<file path="src/rtl/data_mem_pkg.sv">
`default_nettype none
// ============================================================================
// Module      : data_mem_pkg
// Description : Shared types and default geometry for the TinyChip data
//               memory. Holds the controller state encoding and the default
//               word width / address width used by the core.
// Revision    : 1.0 - initial release
// ============================================================================
package data_mem_pkg;

    // Controller states: CLEAR fills the array, IDLE accepts requests.
    typedef enum logic [0:0] {
        CLEAR = 1'b0,
        IDLE  = 1'b1
    } mem_state_t;

    localparam int DEF_DW = 16;
    localparam int DEF_AW = 6;

endpackage : data_mem_pkg
`default_nettype wire

</file>
<file path="src/rtl/data_mem_array.sv">
`default_nettype none
// ============================================================================
// Module      : data_mem_array
// Description : Plain storage array of 2**AW words of DW bits. One
//               synchronous write port, one asynchronous read port. Contents
//               are never reset.
// Ports       : clk      - clock
//               we_i     - write enable
//               waddr_i  - write address
//               wdata_i  - write data
//               raddr_i  - read address
//               rdata_o  - read data (combinational from raddr_i)
// Revision    : 1.0 - initial release
// ============================================================================
module data_mem_array
    import data_mem_pkg::*;
#(
    parameter int DW = DEF_DW,
    parameter int AW = DEF_AW
) (
    input  logic          clk,
    input  logic          we_i,
    input  logic [AW-1:0] waddr_i,
    input  logic [DW-1:0] wdata_i,
    input  logic [AW-1:0] raddr_i,
    output logic [DW-1:0] rdata_o
);

    localparam int DEPTH = 2 ** AW;

    logic [DW-1:0] mem_q [DEPTH];

    always_ff @(posedge clk) begin
        if (we_i) begin
            mem_q[waddr_i] <= wdata_i;
        end
    end

    assign rdata_o = mem_q[raddr_i];

endmodule : data_mem_array
`default_nettype wire

</file>
<file path="src/rtl/data_memory_param.sv">
`default_nettype none
// ============================================================================
// Module      : data_memory_param
// Description : Parametrised single-port data memory. Registered reads with a
//               one-cycle read_valid pulse, write-first forwarding when a read
//               and a write hit in the same cycle, and an optional post-reset
//               clear pass that fills every word with CLEAR_VAL while ready
//               is held low.
// Ports       : clk        - clock, all state updates on rising edge
//               reset      - synchronous active-high reset
//               addr       - word address for read and write
//               write_data - data to store
//               mem_read   - read request (accepted only while ready)
//               mem_write  - write request (accepted only while ready)
//               read_data  - registered read result, holds between reads
//               read_valid - high for one cycle after an accepted read
//               ready      - high when requests are accepted
// Revision    : 1.0 - initial release
// ============================================================================
module data_memory_param
    import data_mem_pkg::*;
#(
    parameter int            DW             = DEF_DW,
    parameter int            AW             = DEF_AW,
    parameter int            CLEAR_ON_RESET = 1,
    parameter logic [DW-1:0] CLEAR_VAL      = '0
) (
    input  logic          clk,
    input  logic          reset,
    input  logic [AW-1:0] addr,
    input  logic [DW-1:0] write_data,
    input  logic          mem_read,
    input  logic          mem_write,
    output logic [DW-1:0] read_data,
    output logic          read_valid,
    output logic          ready
);

    localparam mem_state_t RESET_STATE = (CLEAR_ON_RESET != 0) ? CLEAR : IDLE;
    localparam logic [AW-1:0] LAST_PTR = '1;

    mem_state_t    state_q, state_d;
    logic [AW-1:0] clr_ptr_q, clr_ptr_d;
    logic [DW-1:0] read_data_q, read_data_d;
    logic          read_valid_q, read_valid_d;

    logic          w_mem_we;
    logic [AW-1:0] w_mem_waddr;
    logic [DW-1:0] w_mem_wdata;
    logic [DW-1:0] w_mem_rdata;

    // ------------------------------------------------------------------
    // State and output registers
    // ------------------------------------------------------------------
    always_ff @(posedge clk) begin
        if (reset) begin
            state_q      <= RESET_STATE;
            clr_ptr_q    <= '0;
            read_data_q  <= '0;
            read_valid_q <= 1'b0;
        end else begin
            state_q      <= state_d;
            clr_ptr_q    <= clr_ptr_d;
            read_data_q  <= read_data_d;
            read_valid_q <= read_valid_d;
        end
    end

    // ------------------------------------------------------------------
    // Next-state: clear sequencer and read path
    // ------------------------------------------------------------------
    always_comb begin
        state_d      = state_q;
        clr_ptr_d    = clr_ptr_q;
        read_data_d  = read_data_q;
        read_valid_d = 1'b0;

        case (state_q)
            CLEAR: begin
                clr_ptr_d = clr_ptr_q + AW'(1);
                if (clr_ptr_q == LAST_PTR) begin
                    state_d = IDLE;
                end
            end
            IDLE: begin
                if (mem_read) begin
                    read_valid_d = 1'b1;
                    // Single port: a simultaneous write always targets the
                    // read address, so forward the incoming data.
                    read_data_d  = mem_write ? write_data : w_mem_rdata;
                end
            end
            default: begin
                state_d = RESET_STATE;
            end
        endcase
    end

    // ------------------------------------------------------------------
    // Write-port mux: clear sequencer owns the port while clearing.
    // Writes are suppressed in a reset cycle so user requests arriving with
    // reset cannot disturb memory contents.
    // ------------------------------------------------------------------
    always_comb begin
        w_mem_we    = 1'b0;
        w_mem_waddr = addr;
        w_mem_wdata = write_data;
        if (!reset) begin
            if (state_q == CLEAR) begin
                w_mem_we    = 1'b1;
                w_mem_waddr = clr_ptr_q;
                w_mem_wdata = CLEAR_VAL;
            end else begin
                w_mem_we    = mem_write;
            end
        end
    end

    data_mem_array #(
        .DW (DW),
        .AW (AW)
    ) u_array (
        .clk     (clk),
        .we_i    (w_mem_we),
        .waddr_i (w_mem_waddr),
        .wdata_i (w_mem_wdata),
        .raddr_i (addr),
        .rdata_o (w_mem_rdata)
    );

    assign read_data  = read_data_q;
    assign read_valid = read_valid_q;
    assign ready      = (state_q == IDLE);

endmodule : data_memory_param
`default_nettype wire

</file>
<file path="config.mk">
export PLATFORM = sky130hd
export DESIGN_NAME = data_memory_param
export DESIGN_NICKNAME = d
export VERILOG_FILES = /design/src/rtl/data_mem_pkg.sv /design/src/rtl/data_mem_array.sv /design/src/rtl/data_memory_param.sv
export SDC_FILE = /design/constraint.sdc
export NUM_CORES = 1
export LEC_CHECK = 0
export ABC_AREA = 1
export BUFFER_PORTS_ARGS = -buffer_cell sky130_fd_sc_hd__buf_2
export CAP_MARGIN = 15
export CORE_ASPECT_RATIO = 0.6
export CORE_MARGIN = 10
export CORE_UTILIZATION = 55
export CTS_CLUSTER_DIAMETER = 120
export CTS_CLUSTER_SIZE = 30
export DETAILED_ROUTE_END_ITERATION = 8
export HOLD_SLACK_MARGIN = 0.1
export PLACE_DENSITY = 0.74
export SYNTH_ARGS = -nofsm -noshare
export SYNTH_HDL_FRONTEND = slang
export SYNTH_SLANG_ARGS = --single-unit
export TNS_END_PERCENT = 100
</file>
<file path="constraint.sdc">
create_clock -name clk -period 3.5 [get_ports clk]
set_input_delay 0.525 -clock clk [delete_from_list [all_inputs] [get_ports clk]]
set_output_delay 0.525 -clock clk [all_outputs]
set_load 0.01 [all_outputs]
</file>
==> summary.txt, run 1 <==
post-CTS setup buffer count: 0
total power: 21.5 mW
Max VDD drop: 0.511 mV
Syn. warnings: 0
initial core utilization: 55.4%
Die Ht: 236 um
clock sink count: 1048
DRT iter0 DRCs: 4734
main combinational cell family by area after synthesis: simple AND/OR/NAND/NOR gates
ant diodes: 0
Final Hold Fails: 0
Final Non-Filler Cells: 4768
crit end category: register
post-place instance area: 44900 um2
setup TNS: 0 ns
share of layout cells above drive strength 1: 8.56%
RSZ-0062 raised after global routing: no
number of CTS-inserted buffers: 40
CP max stage cell: nand3_1
worst skew pair latency: 0.65 ns
top layer in use: met5
nets@finish: 3735
simple-gate share of the synthesized area: 23.2%
Post-synth EDFFs: 1024
routed len/inst: 23.9 um
Synth Area in Adders: 0.0292%
Setup Skew: 0.0360 ns
Total GRT Usage: 24.6%
most numerous cell in the Yosys netlist: nand2_1
first-pass GRT wire length: 169000 um
Hold Path Cell Cnt: 2
core area: 77400 um2
Max Clock Freq: 356 MHz
Final GP Congestion: 0.927
Unique masters post-synth: 37
post-synth top area share: 71.7%
CP required: 3.81 ns
Detail Route Antenna Nets: 0
sequential element share of the synthesized area: 72.9%
Leak: 16.6 nW
CTS tree: built
buffer levels on the longest clock path: 3
Via Count: 28800
hpwl dp: 67100 um
worst-path cell chain: nor2_4, nand2_1, o21ai_1, nand3_1, nor2_1, buf_4
pre-CTS WS: 0.498 ns
Buf/Inv on CP: 1
FP Rows: 79
Setup WS post-layout: 0.687 ns
fin crit period: 2.81 ns
endpoints failing setup: 0
Area growth, synth to finish: 7.24%
Die X: 380 um
CP arrival: 3.13 ns
Yosys reg bits: 1048
Crit Path Class: register to register
Startpoint Class: register
crit-path max FO: 18
Clock Tree Root: clkbuf_16
hold_sp: reset
Placed Instances: 4719
post_cts resized: 0
port buffer count: 43
flop2flop setup slack: 0.69 ns
worst reg2reg path endpoint: u_array.mem_q[25][3]$_DFFE_PP_
Post-synth top flop: edfxtp_1
Crit path max-delay family: simple AND/OR/NAND/NOR gates
Reg clk slew, reported paths: 0.11 ns
type of the tightest min-delay check: input port to register
Synth Instances: 3697
critical path's largest stage delay: 0.54 ns
area of the die: 89900 um2
mux share of post-synthesis cell area: 0%
vias per cell: 6.05
Max-slew headroom: 24.7%
Synth Area in XOR/XNOR: 0%
Synth async-reset ratio: 0%
Tcrit/Tclk final: 80.4%
GRT overflow: 0
main area contributors after synthesis: edfxtp_1 (72%), nand2_1 (11%), nand3_1 (10%), buf_2 (1.6%), dfxtp_1 (1.1%)
outcome: complete, no violations
worst slew pin tran: 1.13 ns
post-synth top area cell: edfxtp_1
Commonest cells post-synth: nand2_1 (1313), edfxtp_1 (1024), nand3_1 (878)
Post-Route WL: 114000 um
DRT Pass-1 Iters: 6
hold worst-path end: read_valid$_SDFF_PP0_
DRC violations left: 0
r2r startpoint: ready$_SDFF_PP0_
Synth Area in Compound Gates: 1.01%
pwr/cell area: 468 nW/um2
H-tree Lvls: 2
post-route cell area: 46000 um2
post-synthesis area per instance: 11.6 um2
met3 wire len: 18200 um
Slew Viols, Final: 0
Mapped Nets: 3724
hold slack: 0.193 ns
wire length on met1: 47700 um
total I/O pin count: 44
# hold bufs at CTS: 0
Final Util: 59.4%
maxcap violations: 0
largest net degree at the start of global routing: 127
initial antenna violation count: 2
synthesized area: 42900 um2
R2R cell count: 6
vias in the first global route: 26200
met2 wire len: 45700 um
-- worst reg2reg max path: cells and delay by family (launching register included) --
| family | cells | cell delay (ns) |
|---|---|---|
| and+or+nand+nor | 4 | 1.45 |
| DFF | 1 | 0.36 |
| AOI/OAI and AO/OA | 1 | 0.36 |
| buffers and inverters | 1 | 0.32 |
-- worst max path at each step --
stage / from / end / slack (ns) / cells after the start
3_3_place_gp: reset / u_array.mem_q[25][8]$_DFFE_PP_ / 0.56 / 7
2_1_floorplan: ready$_SDFF_PP0_ / u_array.mem_q[0][0]$_DFFE_PP_ / 0.18 / 6
3_5_place_dp: reset / u_array.mem_q[25][8]$_DFFE_PP_ / 0.50 / 7
6_report: ready$_SDFF_PP0_ / u_array.mem_q[25][3]$_DFFE_PP_ / 0.69 / 6
5_1_grt: ready$_SDFF_PP0_ / u_array.mem_q[25][3]$_DFFE_PP_ / 0.61 / 6
4_1_cts: ready$_SDFF_PP0_ / u_array.mem_q[25][4]$_DFFE_PP_ / 0.83 / 6
-- routing by layer --
layer | up-vias | GRT usage, %
met5 | - | 0
met3 | 141 | 8.23
met2 | 1900 | 32.7
met4 | 2 | 5.16
li1 | 12900 | -
met1 | 13900 | 38.5
-- flip-flops by register name (all words and copies together) (netlist names) --
register and count:
u_array.mem_q 1024, read_data 16, clr_ptr_q 6, read_valid 1
ready 1
-- area by class of cell --
class / count / area (um2)
Tap cell: 1053 / 1320
Sequential cell: 1048 / 31200
Multi-Input combinational cell: 2380 / 10500
Inverter: 37 / 170
Timing Repair Buffer: 201 / 1670
Fill cell: 6098 / 31400
Clock inverter: 1 / 3.75
Clock buffer: 48 / 1050
-- layout by cell type, fill, tap and decap left out, drive strengths merged --
cell and count:
clkbuf 48, dfxtp 24, o211ai 1, nor2 90
o21ai 36, buf 201, nand2 1327, ha 1
o41ai 1, clkinv 3, nand4 9, inv 35
nor4 1, a31oi 1, nor3 4, nand3 884
edfxtp 1024, a21oi 25
-- cell families (layout without fill, tap and decap cells) --
family          after synthesis  in the layout
compound gates               64             64
fa+ha+maj                     1              1
buf+inv                     269            287
flops                      1048           1048
simple gates               2315           2315
-- where the power goes --
group	switching (mW)	leakage, nW	internal [mW]	total [mW]
clock	3.62	0.515	2.16	5.77
sequential	0.0226	9.55	13.8	13.9
combinational	1.44	6.55	0.446	1.89
total	5.08	16.6	16.5	21.5
No activity file was read; power rests on OpenSTA's default activity.
==> run 2, diff against run 1 <==
- PLACE_DENSITY: 0.74 -> 0.71
- clock period: 3.5 -> 2.8 ns (I/O delays scaled with it)
==> summary.txt, run 2 (synthesized netlist as in run 1, its figures left out) <==
met2 Usage GRT: 35.0% (was 32.7%)
Final GP Congestion: 0.946 (was 0.927)
Max Clock Freq: 387 MHz
first-pass GRT wire length: 174000 um (was 169000 um)
most common cell after layout, fill and taps aside: nand2_1 (unchanged)
CP required: 3.11 ns (was 3.81 ns)
largest net degree at the start of global routing: 67 (was 127)
Die X: 380 um (unchanged)
total I/O pin count: 44 (unchanged)
CTS tree: built (unchanged)
vias per cell: 5.99 (was 6.05)
Placed Instances: 4776 (was 4719)
DRC violations left: 0 (unchanged)
busiest grt layer: met1 (unchanged)
RSZ-0062 raised after global routing: no (unchanged)
Setup WS post-layout: 0.214 ns (was 0.687 ns)
core area: 77400 um2 (unchanged)
Final Hold Fails: 0 (unchanged)
Total GRT Usage: 25.5% (was 24.6%)
flop2flop setup slack: 0.36 ns (was 0.69 ns)
Clock Tree Root: clkbuf_16 (unchanged)
r2r startpoint: ready$_SDFF_PP0_ (unchanged)
worst reg2reg path endpoint: u_array.mem_q[47][7]$_DFFE_PP_ (was u_array.mem_q[25][3]$_DFFE_PP_)
# hold bufs at CTS: 1 (was 0)
port buffer count: 43 (unchanged)
FP Rows: 79 (unchanged)
Max VDD drop: 0.440 mV (was 0.511 mV)
Setup Skew: 0.0254 ns (was 0.0360 ns)
R2R cell count: 9 (was 6)
GRT overflow: 0 (unchanged)
area of the die: 89900 um2 (unchanged)
routed len/inst: 24.5 um (was 23.9 um)
endpoints failing setup: 0 (unchanged)
most frequent cells in the layout: nand2_1 (1313), edfxtp_1 (1024), nand3_1 (878) (unchanged)
Slew Viols, Final: 0 (unchanged)
setup TNS: 0 ns (unchanged)
buffer levels on the longest clock path: 3 (unchanged)
hpwl dp: 72000 um (was 67100 um)
H-tree Lvls: 2 (unchanged)
CP arrival: 2.90 ns (was 3.13 ns)
Worst Setup SP: reset (was ready$_SDFF_PP0_)
Crit Path Class: input port to register (was register to register)
met3 usage in global routing: 8.49% (was 8.23%)
Leak: 17.1 nW (was 16.6 nW)
DRT iter0 DRCs: 4998 (was 4734)
clock sink count: 1048 (unchanged)
hold worst-path end: read_valid$_SDFF_PP0_ (unchanged)
worst slew pin tran: 1.01 ns (was 1.13 ns)
Post-Route WL: 118000 um (was 114000 um)
Via Count: 29000 (was 28800)
pre-CTS WS: 0.266 ns (was 0.498 ns)
fillers: 6129 (was 6098)
Tcrit/Tclk final: 92.4%
hold slack: 0.212 ns (was 0.193 ns)
initial core utilization: 55.4% (unchanged)
outcome: complete, no violations (unchanged)
Reg clk slew, reported paths: 0.12 ns (was 0.11 ns)
hold_sp: mem_read (was reset)
worst skew pair latency: 0.63 ns (was 0.65 ns)
vias in the first global route: 26700 (was 26200)
initial antenna violation count: 1 (was 2)
routing usage on met1: 39.1% (was 38.5%)
post-CTS setup buffer count: 0 (unchanged)
Final Non-Filler Cells: 4835 (was 4768)
crit-path max FO: 11 (was 18)
Die Ht: 236 um (unchanged)
fin crit period: 2.59 ns
DRT Pass-1 Iters: 7 (was 6)
Startpoint Class: input port (was register)
post_cts resized: 0 (unchanged)
pwr/cell area: 575 nW/um2 (was 468 nW/um2)
crit end category: register (unchanged)
Area growth, synth to finish: 9.94% (was 7.24%)
Largest register FFs: 1024 (unchanged)
type of the tightest min-delay check: input port to register (unchanged)
share of layout cells above drive strength 1: 9.92% (was 8.56%)
number of CTS-inserted buffers: 40 (unchanged)
nets@finish: 3793 (was 3735)
largest register by flop count: u_array.mem_q (unchanged)
Hold Path Cell Cnt: 3 (was 2)
maxcap violations: 0 (unchanged)
Detail Route Antenna Nets: 0 (unchanged)
Max-slew headroom: 32.4% (was 24.7%)
==> run 2: cell count changes in the layout (fill, tap and decap cells not counted), sizes merged <==
cell	delta
buf	+57
clkbuf	+8
diode	+1
dlygate4sd3	+1
==> run 2: layout make-up <==
class / count / area (um2) / share of cell area, %
Sequential cell: 1048 / 31200 / 66.3
Multi-Input combinational cell: 2380 / 10500 / 22.3
Timing Repair Buffer: 259 / 2800 / 5.94
Tap cell: 1053 / 1320 / 2.80
Clock buffer: 56 / 1080 / 2.30
Inverter: 37 / 170 / 0.361
Clock inverter: 1 / 3.75 / 0.00797
Antenna cell: 1 / 2.50 / 0.00531
==> run 2: layer usage <==
layer  vias up  routed length [um]
li1      13000                   -
met1     14000               50300
met2      1773               48400
met3       151               17600
met4         0                2050
met5         -                   0
==> run 2: power breakdown <==
group / leakage, nW / total [mW] / internal, mW / switching (mW)
combinational: 7.02 / 2.52 / 0.662 / 1.85
clock: 0.525 / 7.26 / 2.74 / 4.52
sequential: 9.55 / 17.3 / 17.3 / 0.0279
total: 17.1 / 27.1 / 20.7 / 6.40
==> run 2: worst max-delay path, cell delays in order <==
cell,delay [ns]
dlygate4sd3_1,0.54
buf_2,0.20
nor2_4,0.23
nand2_1,0.12
o21ai_0,0.12
inv_1,0.11
nor2_1,0.11
buf_4,0.12
nand2_1,0.34
nor2_1,0.31
buf_4,0.26
==> run 2: per-stage QoR <==
stage	power, mW	instance area [um2]	util, %
after global routing	27.9	47100	60.9
after CTS	27.0	47100	60.9
after floorplan	19.0	42900	-
final	27.1	47100	60.9
after global placement	20.1	46000	59.5
after detailed placement	20.1	46000	59.5
==> run 2: worst max path at each step <==
stage / endpoint
6_report: u_array.mem_q[47][7]$_DFFE_PP_
5_1_grt: u_array.mem_q[47][7]$_DFFE_PP_
4_1_cts: u_array.mem_q[17][9]$_DFFE_PP_
3_5_place_dp: read_data[10]$_SDFFE_PP0P_
3_3_place_gp: u_array.mem_q[25][2]$_DFFE_PP_
2_1_floorplan: u_array.mem_q[0][0]$_DFFE_PP_
